File: config.mk
export PLATFORM = sky130hd
export DESIGN_NAME = ps2_host_fifo
export DESIGN_NICKNAME = d
export VERILOG_FILES = /design/src/rtl/ps2_host_fifo.sv
export SDC_FILE = /design/constraint.sdc
export NUM_CORES = 2
export LEC_CHECK = 0
export CORE_ASPECT_RATIO = 0.8
export CORE_UTILIZATION = 62
export DETAILED_ROUTE_END_ITERATION = 8
export MAX_ROUTING_LAYER = met4
export PLACE_DENSITY = 0.79
export SLEW_MARGIN = 20
export SYNTH_ARGS = -nofsm -noshare
export SYNTH_HDL_FRONTEND = slang
export SYNTH_SLANG_ARGS = --single-unit
File: constraint.sdc
create_clock -name clk -period 9.3 [get_ports clk]
set_input_delay 1.86 -clock clk [delete_from_list [all_inputs] [get_ports clk]]
set_output_delay 1.86 -clock clk [all_outputs]
set_load 0.02 [all_outputs]
File: src/rtl/ps2_host_fifo.sv
`timescale 1ns/1ps
`default_nettype none
// +----------------------------------------------------------------------------+
// | Module      : ps2_host_fifo                                                |
// | Description : PS/2 host with filtered clock, RX byte FIFO, command send    |
// |               with ACK check, frame timeout and sticky error flags.        |
// | Revision    : 1.0 - initial release                                        |
// +----------------------------------------------------------------------------+
module ps2_host_fifo #(
  parameter int FIFO_DEPTH     = 256,
  parameter int INHIBIT_CYCLES = 10000,
  parameter int TIMEOUT_CYCLES = 200000,
  parameter int FILTER_LEN     = 8
) (
  input  logic        clk,
  input  logic        reset_n,
  input  logic [31:0] paddr,
  input  logic        psel,
  input  logic        chipselect,
  input  logic [3:0]  byteenable,
  input  logic        write,
  input  logic [31:0] writedata,
  output logic [31:0] readdata,
  output logic        waitrequest_n,
  output logic        irq,
  input  logic        PS2_CLK_i,
  input  logic        PS2_DAT_i,
  output logic        PS2_CLK_o,
  output logic        PS2_DAT_o,
  output logic        PS2_CLK_t,
  output logic        PS2_DAT_t
);

  localparam int c_AW = (FIFO_DEPTH > 1) ? $clog2(FIFO_DEPTH) : 1;
  localparam int c_FW = $clog2(FILTER_LEN + 1);
  localparam int c_IW = $clog2(INHIBIT_CYCLES + 1);
  localparam int c_TW = $clog2(TIMEOUT_CYCLES + 1);
  localparam logic [c_FW-1:0] c_FLT_LAST = c_FW'(FILTER_LEN - 1);
  localparam logic [c_IW-1:0] c_INH_LAST = c_IW'(INHIBIT_CYCLES - 1);
  localparam logic [c_TW-1:0] c_TO_MAX   = c_TW'(TIMEOUT_CYCLES);
  localparam logic [c_AW:0]   c_DEPTH    = (c_AW+1)'(FIFO_DEPTH);

  typedef enum logic [1:0] {R_IDLE, R_DATA, R_PAR, R_STOP} rx_state_t;
  typedef enum logic [2:0] {T_IDLE, T_INH, T_REQ, T_BITS, T_ACK, T_WAIT} tx_state_t;

  rx_state_t r_rx_state, w_rx_next;
  tx_state_t r_tx_state, w_tx_next;

  logic r_clk_s1, r_clk_s2, r_dat_s1, r_dat_s2, r_clk_filt, r_fall;
  logic [c_FW-1:0] r_flt_cnt;
  logic [7:0] r_mem [FIFO_DEPTH];
  logic [c_AW-1:0] r_wr_ptr, r_rd_ptr;
  logic [c_AW:0] r_count;
  logic [2:0] r_rx_cnt;
  logic [7:0] r_rx_shift;
  logic r_rx_par;
  logic [c_TW-1:0] r_to_cnt;
  logic [c_IW-1:0] r_inh_cnt;
  logic [9:0] r_tx_sh;
  logic [3:0] r_tx_cnt;
  logic r_clk_t, r_dat_t, r_tx_done;
  logic r_re, r_perr, r_ovf, r_txerr, r_irq;

  logic w_access, w_sel_ctrl, w_ctrl_wr, w_data_wr, w_tx_start;
  logic w_empty, w_full, w_pop, w_do_push, w_set_ovf;
  logic w_rx_push, w_rx_perr, w_tx_err, w_tx_active, w_to_busy, w_timeout;
  logic w_unused;

  assign w_unused = &{1'b0, byteenable, paddr[31:3], paddr[1:0], writedata[31:11], writedata[8:2]};

  assign PS2_CLK_o = 1'b0;
  assign PS2_DAT_o = 1'b0;
  assign PS2_CLK_t = r_clk_t;
  assign PS2_DAT_t = r_dat_t;
  assign irq       = r_irq;

  // Bus decode
  assign w_access      = psel & chipselect;
  assign w_sel_ctrl    = paddr[2];
  assign w_ctrl_wr     = w_access & write & w_sel_ctrl;
  assign w_data_wr     = w_access & write & ~w_sel_ctrl;
  assign w_empty       = (r_count == '0);
  assign w_full        = (r_count == c_DEPTH);
  assign w_pop         = w_access & ~write & ~w_sel_ctrl & ~w_empty;
  assign w_tx_start    = w_data_wr & (r_tx_state == T_IDLE) & ~r_tx_done;
  assign waitrequest_n = w_access & (~write | w_sel_ctrl | r_tx_done);

  always_comb begin
    readdata = 32'h0;
    if (w_access && !write) begin
      if (w_sel_ctrl)
        readdata = {21'b0, r_txerr, r_ovf, ~w_empty, 6'b0, r_perr, r_re};
      else
        readdata = {16'(r_count), ~w_empty, 7'b0, w_empty ? 8'h00 : r_mem[r_rd_ptr]};
    end
  end

  // Pin synchronisers and PS2_CLK glitch filter
  always_ff @(posedge clk or negedge reset_n) begin
    if (!reset_n) begin
      r_clk_s1   <= 1'b1;
      r_clk_s2   <= 1'b1;
      r_dat_s1   <= 1'b1;
      r_dat_s2   <= 1'b1;
      r_clk_filt <= 1'b1;
      r_flt_cnt  <= '0;
      r_fall     <= 1'b0;
    end else begin
      r_clk_s1 <= PS2_CLK_i;
      r_clk_s2 <= r_clk_s1;
      r_dat_s1 <= PS2_DAT_i;
      r_dat_s2 <= r_dat_s1;
      r_fall   <= 1'b0;
      if (r_clk_s2 == r_clk_filt) begin
        r_flt_cnt <= '0;
      end else if (r_flt_cnt == c_FLT_LAST) begin
        r_clk_filt <= r_clk_s2;
        r_flt_cnt  <= '0;
        r_fall     <= ~r_clk_s2;
      end else begin
        r_flt_cnt <= r_flt_cnt + 1'b1;
      end
    end
  end

  // Inter-edge watchdog, shared by both directions
  assign w_tx_active = (r_tx_state != T_IDLE) && (r_tx_state != T_INH);
  assign w_to_busy   = (r_rx_state != R_IDLE) || w_tx_active;
  assign w_timeout   = w_to_busy && (r_to_cnt == c_TO_MAX);

  always_ff @(posedge clk or negedge reset_n) begin
    if (!reset_n)
      r_to_cnt <= '0;
    else if (!w_to_busy || r_fall)
      r_to_cnt <= '0;
    else if (r_to_cnt != c_TO_MAX)
      r_to_cnt <= r_to_cnt + 1'b1;
  end

  // RX FSM; a send in progress discards any partial frame
  always_ff @(posedge clk or negedge reset_n) begin
    if (!reset_n) r_rx_state <= R_IDLE;
    else          r_rx_state <= w_rx_next;
  end

  always_comb begin
    w_rx_next = r_rx_state;
    w_rx_push = 1'b0;
    w_rx_perr = 1'b0;
    if (r_tx_state != T_IDLE || w_timeout) begin
      w_rx_next = R_IDLE;
    end else begin
      case (r_rx_state)
        R_IDLE: if (r_fall && !r_dat_s2) w_rx_next = R_DATA;
        R_DATA: if (r_fall && r_rx_cnt == 3'd7) w_rx_next = R_PAR;
        R_PAR:  if (r_fall) w_rx_next = R_STOP;
        R_STOP: if (r_fall) begin
          w_rx_next = R_IDLE;
          if (r_dat_s2 && (^{r_rx_shift, r_rx_par})) w_rx_push = 1'b1;
          else                                       w_rx_perr = 1'b1;
        end
        default: w_rx_next = R_IDLE;
      endcase
    end
  end

  always_ff @(posedge clk or negedge reset_n) begin
    if (!reset_n) begin
      r_rx_cnt   <= '0;
      r_rx_shift <= '0;
      r_rx_par   <= 1'b0;
    end else begin
      if (r_rx_state == R_IDLE) begin
        r_rx_cnt <= '0;
      end else if (r_rx_state == R_DATA && r_fall) begin
        r_rx_shift <= {r_dat_s2, r_rx_shift[7:1]};
        r_rx_cnt   <= r_rx_cnt + 1'b1;
      end
      if (r_rx_state == R_PAR && r_fall) r_rx_par <= r_dat_s2;
    end
  end

  // RX FIFO; a pop in the same cycle makes room for the push
  assign w_do_push = w_rx_push & (~w_full | w_pop);
  assign w_set_ovf = w_rx_push & w_full & ~w_pop;

  always_ff @(posedge clk) begin
    if (w_do_push) r_mem[r_wr_ptr] <= r_rx_shift;
  end

  always_ff @(posedge clk or negedge reset_n) begin
    if (!reset_n) begin
      r_wr_ptr <= '0;
      r_rd_ptr <= '0;
      r_count  <= '0;
    end else begin
      if (w_do_push) r_wr_ptr <= r_wr_ptr + 1'b1;
      if (w_pop)     r_rd_ptr <= r_rd_ptr + 1'b1;
      case ({w_do_push, w_pop})
        2'b10:   r_count <= r_count + 1'b1;
        2'b01:   r_count <= r_count - 1'b1;
        default: r_count <= r_count;
      endcase
    end
  end

  // TX FSM
  always_ff @(posedge clk or negedge reset_n) begin
    if (!reset_n) r_tx_state <= T_IDLE;
    else          r_tx_state <= w_tx_next;
  end

  always_comb begin
    w_tx_next = r_tx_state;
    w_tx_err  = 1'b0;
    case (r_tx_state)
      T_IDLE: if (w_tx_start) w_tx_next = T_INH;
      T_INH:  if (r_inh_cnt == c_INH_LAST) w_tx_next = T_REQ;
      T_REQ:  if (r_fall) w_tx_next = T_BITS;
      T_BITS: if (r_fall && r_tx_cnt == 4'd9) w_tx_next = T_ACK;
      T_ACK:  if (r_fall) begin
        w_tx_next = T_WAIT;
        w_tx_err  = r_dat_s2;
      end
      T_WAIT: if (r_clk_filt) w_tx_next = T_IDLE;
      default: w_tx_next = T_IDLE;
    endcase
    if (w_timeout && w_tx_active) begin
      w_tx_next = T_IDLE;
      w_tx_err  = 1'b1;
    end
  end

  // Pin drivers registered from next state; shifter holds {stop, parity, data}
  always_ff @(posedge clk or negedge reset_n) begin
    if (!reset_n) begin
      r_clk_t   <= 1'b1;
      r_dat_t   <= 1'b1;
      r_inh_cnt <= '0;
      r_tx_sh   <= '1;
      r_tx_cnt  <= '0;
      r_tx_done <= 1'b0;
    end else begin
      r_clk_t <= (w_tx_next != T_INH);
      case (w_tx_next)
        T_REQ:   r_dat_t <= 1'b0;
        T_BITS:  if (r_fall) r_dat_t <= r_tx_sh[0];
        default: r_dat_t <= 1'b1;
      endcase
      if (r_tx_state == T_INH) r_inh_cnt <= r_inh_cnt + 1'b1;
      else                     r_inh_cnt <= '0;
      if (w_tx_start) begin
        r_tx_sh  <= {1'b1, ~^writedata[7:0], writedata[7:0]};
        r_tx_cnt <= '0;
      end else if (r_fall && (r_tx_state == T_REQ || r_tx_state == T_BITS)) begin
        r_tx_sh  <= {1'b1, r_tx_sh[9:1]};
        r_tx_cnt <= r_tx_cnt + 1'b1;
      end
      if (r_tx_state != T_IDLE && w_tx_next == T_IDLE) r_tx_done <= 1'b1;
      else if (w_data_wr && r_tx_done)                 r_tx_done <= 1'b0;
    end
  end

  // Control and sticky status; a new event wins over a same-cycle clear
  always_ff @(posedge clk or negedge reset_n) begin
    if (!reset_n) begin
      r_re    <= 1'b0;
      r_perr  <= 1'b0;
      r_ovf   <= 1'b0;
      r_txerr <= 1'b0;
      r_irq   <= 1'b0;
    end else begin
      if (w_ctrl_wr) r_re <= writedata[0];
      r_perr  <= w_rx_perr | (r_perr  & ~(w_ctrl_wr & writedata[1]));
      r_ovf   <= w_set_ovf | (r_ovf   & ~(w_ctrl_wr & writedata[9]));
      r_txerr <= w_tx_err  | (r_txerr & ~(w_ctrl_wr & writedata[10]));
      r_irq   <= r_re & ~w_empty;
    end
  end

endmodule
`default_nettype wire

### After elaboration in Yosys (flattened, before gate mapping)

Memories as Yosys holds them, arrays and structs flattened.
Index checks and enable logic that the tools add are counted.

* memories: 1
* register bits: 106
* word-level logic and storage cells: 186
* output and inout bits: 38
* RAM bits: 2048

Memory list
* r_mem: words 256, bits a word 8, read ports 1, clocked after memory_dff 0, write ports 1, line 51 `logic [7:0] r_mem [FIFO_DEPTH];`

* add/subtract/negate cells: 9
* eq/ne operators: 27
* reductions and logical operators: 36
* multiplexer cells: 48
* bitwise operators: 38

Operator list (number)
* $mux 18: 2
* $mux 32: 1
* $mux 3: 9
* $mux 25: 1
* $and 1x1->1: 20
* $mux 10: 2
* $add 18x1->18 const B: 1
* $eq 18x18->1 const B: 1
* $mux 1: 18
* $ne 18x18->1 const B: 1
* $pmux 3 s6: 1
* $pmux 9 s2: 1
* $add 8x1->8 const B: 2
* $mux 4: 4
* $add 14x1->14 const B: 1
* $eq 14x14->1 const B: 1
* $mux 14: 1
* $logic_and 1x1->1: 13
* $eq 3x2->1 const B: 4
* $ne 3x3->1 const B: 4
* $not 1->1: 12
* $reduce_bool 2->1: 6
* $mux 2: 5
* $add 9x1->9 const B: 1
* 27 further kinds: 46

### Depth between registers and ports, before layout

* depth after elaboration: 11
* mapped depth: 15
* depth with buffers taken out: 15

### Worst setup path after synthesis

Ideal clock, no wire load.

* path type: flip-flop to flip-flop
* start: reg r_rx_shift[5]
* end: reg r_count[8]
* arrival time: 6399 ps
* slack: 2777 ps
* cell stages (with the launch flop): 15
* required time: 9176 ps
* path buffers: 0
* setup time: 124 ps
* cell sequence: dfrtp_1 -> xnor2_1 -> xnor3_1 -> xnor2_2 -> and2_1 -> a21oi_1 -> inv_1 -> fa_1 -> inv_1 -> a21oi_1 -> o21bai_1 -> a311oi_1 -> nor3_1 -> a221oi_1 -> a211o_1

* longest elaborated chain between the ends: 9
* elaborated cells on any way between the ends: 11
* those cells by class: 2 x eq/ne; 5 x mux; 1 x bitwise; 3 x reduce/logical

Ends and longest elaborated chain
* start, declared: line 55 `logic [7:0] r_rx_shift;`
* start signal, assigned: line 176 `r_rx_shift <= {r_dat_s2, r_rx_shift[7:1]};`
* $reduce_xor 9->1 (*): line 159 `if (r_dat_s2 && (^{r_rx_shift, r_rx_par})) w_rx_push = 1'b1;`
* $logic_and 1x1->1 (*): line 159
* $mux 1 (*): line 159
* $mux 1 (*): line 157 `R_STOP: if (r_fall) begin`
* $mux 1 (*): line 153 `case (r_rx_state)`
* $mux 1 (*): line 150 `if (r_tx_state != T_IDLE || w_timeout) begin`
* $and 1x1->1 (*): line 184 `assign w_do_push = w_rx_push & (~w_full | w_pop);`
* $eq 2x1->1 / $eq 2x2->1 (equally long branches): line 199 `case ({w_do_push, w_pop})`
* $pmux 9 s2 / $reduce_bool 2->1 (equally long branches)
* end signal, assigned: line 200 `2'b10: r_count <= r_count + 1'b1;`
* end signal, assigned: line 201 `2'b01: r_count <= r_count - 1'b1;`
* end signal, assigned: line 202 `default: r_count <= r_count;`
* end, declared: line 53 `logic [c_AW:0] r_count;`

Mark *: on every way between the ends. The rest lies on a longest branch, timed or not.
A chain may end at the register's enable or synchronous reset.

### Final worst setup path

* start: reg r_rd_ptr[3]
* end: out readdata[4]

* longest elaborated chain between the ends: 4

Ends and longest elaborated chain
* start, declared: line 52 `logic [c_AW-1:0] r_wr_ptr, r_rd_ptr;`
* start signal, assigned: line 198 `if (w_pop) r_rd_ptr <= r_rd_ptr + 1'b1;`
* $mem_v2 256x8
* $mux 8: line 94 `readdata = {16'(r_count), ~w_empty, 7'b0, w_empty ? 8'h00 : r_mem[r_rd_ptr]};`
* $mux 25: line 91 `if (w_sel_ctrl)`
* $mux 32: line 90 `if (w_access && !write) begin`
* end, declared: line 23 `output logic [31:0] readdata,`

No other way between the ends.

==> flow_metrics.env <==
export IMPL_ys_warn_count=0
export IMPL_total_power_mw=21.62
export IMPL_cts_resized=0
export IMPL_maxCapViolations=0
export IMPL_synth_adder_area_share=0.004062
export IMPL_io_buffers=42
export IMPL_fill_cells=7800
export IMPL_worst_pin_slew_ns=1.204
export IMPL_drtAntennaViolNets=0
export IMPL_worstSetupStartpoint="r_rd_ptr[3]"
export IMPL_chipWidth_um=414.5
export IMPL_dieHeight_um=332.0
export IMPL_synth_compound_area_share=0.02925
export IMPL_netlist_top_cells_count="edfxtp_1, mux4_2, nor2_1"
export IMPL_hp_start="r_dat_s1"
export IMPL_synth_xor_area_frac=0.006686
export IMPL_fin_setup_tns_ns=0
export IMPL_path_delay_family="buffers and inverters"
export IMPL_synth_top_family_by_area="multiplexers"
export IMPL_cpPeakStageDelay_ns=0.78
export IMPL_drt_initial_drc_count=7539
export IMPL_synth_area_per_cell_um2=20.29
export IMPL_rsz0062_at_grt="no"
export IMPL_path_cells="buf_4 -> nor2b_4 -> buf_12 -> a22o_1 -> a221oi_1 -> clkbuf_4 -> o221ai_1 -> o311ai_0 -> a21oi_1 -> clkdlybuf4s50_1"
export IMPL_track_usage=0.3252
export IMPL_synthCells=4160
export IMPL_finalMaxSlewViolations=0
export IMPL_netlist_area_um2=84390
export IMPL_grt_pass1_vias=43108
export IMPL_cp_data_required_time_ns=7.44
export IMPL_yosysTopAreaCellShare=0.7287
export IMPL_cts_clk_slew_worst_paths_ns=0.06
export IMPL_comb_power_share=0.150
export IMPL_finClkSkew_ns=0.02598
export IMPL_cp_end_kind="primary output"
export IMPL_htree_num_levels=4
export IMPL_cp_start_kind="register"
export IMPL_holdBufCountCts=0
export IMPL_switching_share=0.2642
export IMPL_internal_power_mw=15.91
export IMPL_vias_per_cell=7.158
export IMPL_leakagePower_nw=34.37
export IMPL_maxSlewHeadroom=0.1886
export IMPL_globalplace_congestion=0.9994
export IMPL_yosys_mux_area_fraction=0.1504
export IMPL_critPathKind="reg2out"
export IMPL_synth_top_cell_by_area="edfxtp_1"
export IMPL_wire_per_inst_um=34.64
export IMPL_timing_rr_start="r_rx_shift[4]"
export IMPL_synth_simple_gate_area_frac=0.03524
export IMPL_dr_pass1_iters=6
export IMPL_cp_slowest_cell="nor2b_4"
export IMPL_path_buf_inv=4
export IMPL_period_needed_ns=7.722
export IMPL_rows=120
export IMPL_hold_viol=0
export IMPL_synthArstFlopShare=0.04877
export IMPL_period_share=0.8303
export IMPL_drive_above_1_share=0.2146
export IMPL_power_density_nw_per_um2=232.3
export IMPL_post_route_drc_count=0
export IMPL_cts_path_max_buffers=3
export IMPL_seqPwrFrac=0.493
export IMPL_grt_max_degree=113
export IMPL_post_cts_setup_buffers=0
export IMPL_yosys_cell_count_top_type="edfxtp_1"
export IMPL_ys_seq_elements=2153
export IMPL_cts_root_buffer="clkbuf_16"
export IMPL_vias=44461
export IMPL_min_path_type="reg2reg"
export IMPL_clkPwrFrac=0.357
export IMPL_grt_pass1_wl_um=307300
export IMPL_outcome="finished clean"
export IMPL_core_um2=134400
export IMPL_crit_fanout=32
export IMPL_ios=113
export IMPL_fmax_mhz=129.5
export IMPL_yosysUniqueCellTypes=72
export IMPL_nNetsFinal=4377
export IMPL_insertion_delay_ns=0.85
export IMPL_crit_arrival_ns=5.86
export IMPL_antenna_found_initial=4
export IMPL_dieArea_um2=137600
export IMPL_ys_seq_area_frac=0.7601
export IMPL_cts_tree="done"
export IMPL_netlist_top_cells_area="edfxtp_1, mux4_2, dfrtp_1"
export IMPL_setup_viol=0
export IMPL_clock_sinks=2153
export IMPL_cts_made_buffers=193
export IMPL_peakVddDrop_v=0.0002573
export IMPL_syn2layout_area_growth_pct=10.27
export IMPL_dp_hpwl_um=128200
export IMPL_synth_flop_cell="edfxtp_1"
export IMPL_synth_edf_count=2048
export IMPL_switchingPower_mw=5.711
export IMPL_wl_um=215200
export IMPL_initial_core_util=0.6280
export IMPL_gr_total_overflow=0
[sequential cells by signal, indices dropped and copies added, names as in the netlist, 3 cells and up]
name        count
r_count         9
r_flt_cnt       4
r_inh_cnt      14
r_mem        2048
r_rd_ptr        8
r_rx_cnt        3
r_rx_shift      8
r_to_cnt       18
r_tx_cnt        4
r_tx_sh         9
r_tx_state      3
r_wr_ptr        8
[worst reg2reg max path, delay by kind of cell, from the launching register on]
| family | cells | cell delay, ns |
|---|---|---|
| xor gates and xnor gates | 3 | 0.97 |
| buffers and inverters | 1 | 0.54 |
| DFF | 1 | 1.08 |
| and+or+nand+nor | 4 | 2.38 |
[cell families after synthesis]
kind of cell    after synthesis
compound gates              356
xor+xnor                     62
fa+ha+maj                    27
buf+inv                     261
flops                      2153
mux                         621
other cells                   1
simple gates                679
[metrics by stage]
step | std cells | worst slack [ns] | hold WS (ns) | util | cell area [um2]
final | 6211 | 1.578 | 0.3555 | 0.6925 | 93060
after global routing | 6211 | 1.499 | 0.3612 | 0.6925 | 93060
after CTS | 6205 | 1.677 | 0.3561 | 0.6918 | 92960
after detailed placement | 5846 | 1.685 | 0.3491 | 0.6471 | 86960
after global placement | 5846 | 1.708 | 0.3467 | 0.6471 | 86960
after floorplan | 4172 | 2.777 | 0.3452 | - | 84440
[worst paths after layout]
kind | endpoint | cells after the start | slack, ns
setup / recovery | readdata[4] | 10 | 1.58
hold / removal | r_dat_s2 | 0 | 0.36
setup reg to reg | r_mem[49][2] | 8 | 3.96
hold reg to reg | r_dat_s2 | 0 | 0.36
max in group asynchronous | r_rd_ptr[0] | 2 | 6.96
min in group asynchronous | r_inh_cnt[13] | 1 | 1.10
[per-layer routing]
metal	track usage	vias to the layer above	wire length, um
met4	0.1262	0	9488
met5	-	-	0
met3	0.09378	581	31000
met2	0.4513	3622	96050
li1	-	17316	-
met1	0.4622	22942	78620
[cells in the final DEF, fill, tap and decap left out, types with 14 or more instances in the layout]
cell,instances
edfxtp_1,2048
mux4_2,515
nor2_1,360
clkbuf_16,198
nand2_1,128
buf_4,82
a21oi_1,79
mux2i_1,79
dfrtp_1,76
a22oi_1,70
nand3_1,58
clkinv_1,57
o21ai_0,45
clkbuf_1,44
clkdlybuf4s50_1,41
a221oi_1,40
xnor2_1,35
nor3_1,34
clkinv_2,29
mux2_2,27
a22o_1,26
inv_1,25
xor2_1,25
ha_1,25
o22ai_1,20
dfstp_2,16
a31oi_1,14
[power groups by stage]
| stage | registers, mW | clock network, mW | logic (mW) |
|---|---|---|---|
| after floorplan | 10.7 | 0 | 2.38 |
| after global placement | 10.8 | 0 | 3.19 |
| after detailed placement | 10.9 | 0 | 3.22 |
| after CTS | 10.6 | 7.73 | 3.23 |
| after global routing | 10.6 | 8.09 | 3.38 |
| final | 10.7 | 7.73 | 3.24 |
[cell type report]
type                    instances  area [um2]  area share
diodes                          2       5.005  0.00005378
flip-flops and latches       2153       64190      0.6898
clock inverters               116       872.1    0.009371
clock buffers                 243        5134     0.05516
well taps                    1769        2213     0.02378
multi-input cells            1758       19150      0.2058
inverters                      27       103.9    0.001116
repair buffers                143        1388     0.01491
Power figures use the tool's default switching activity.
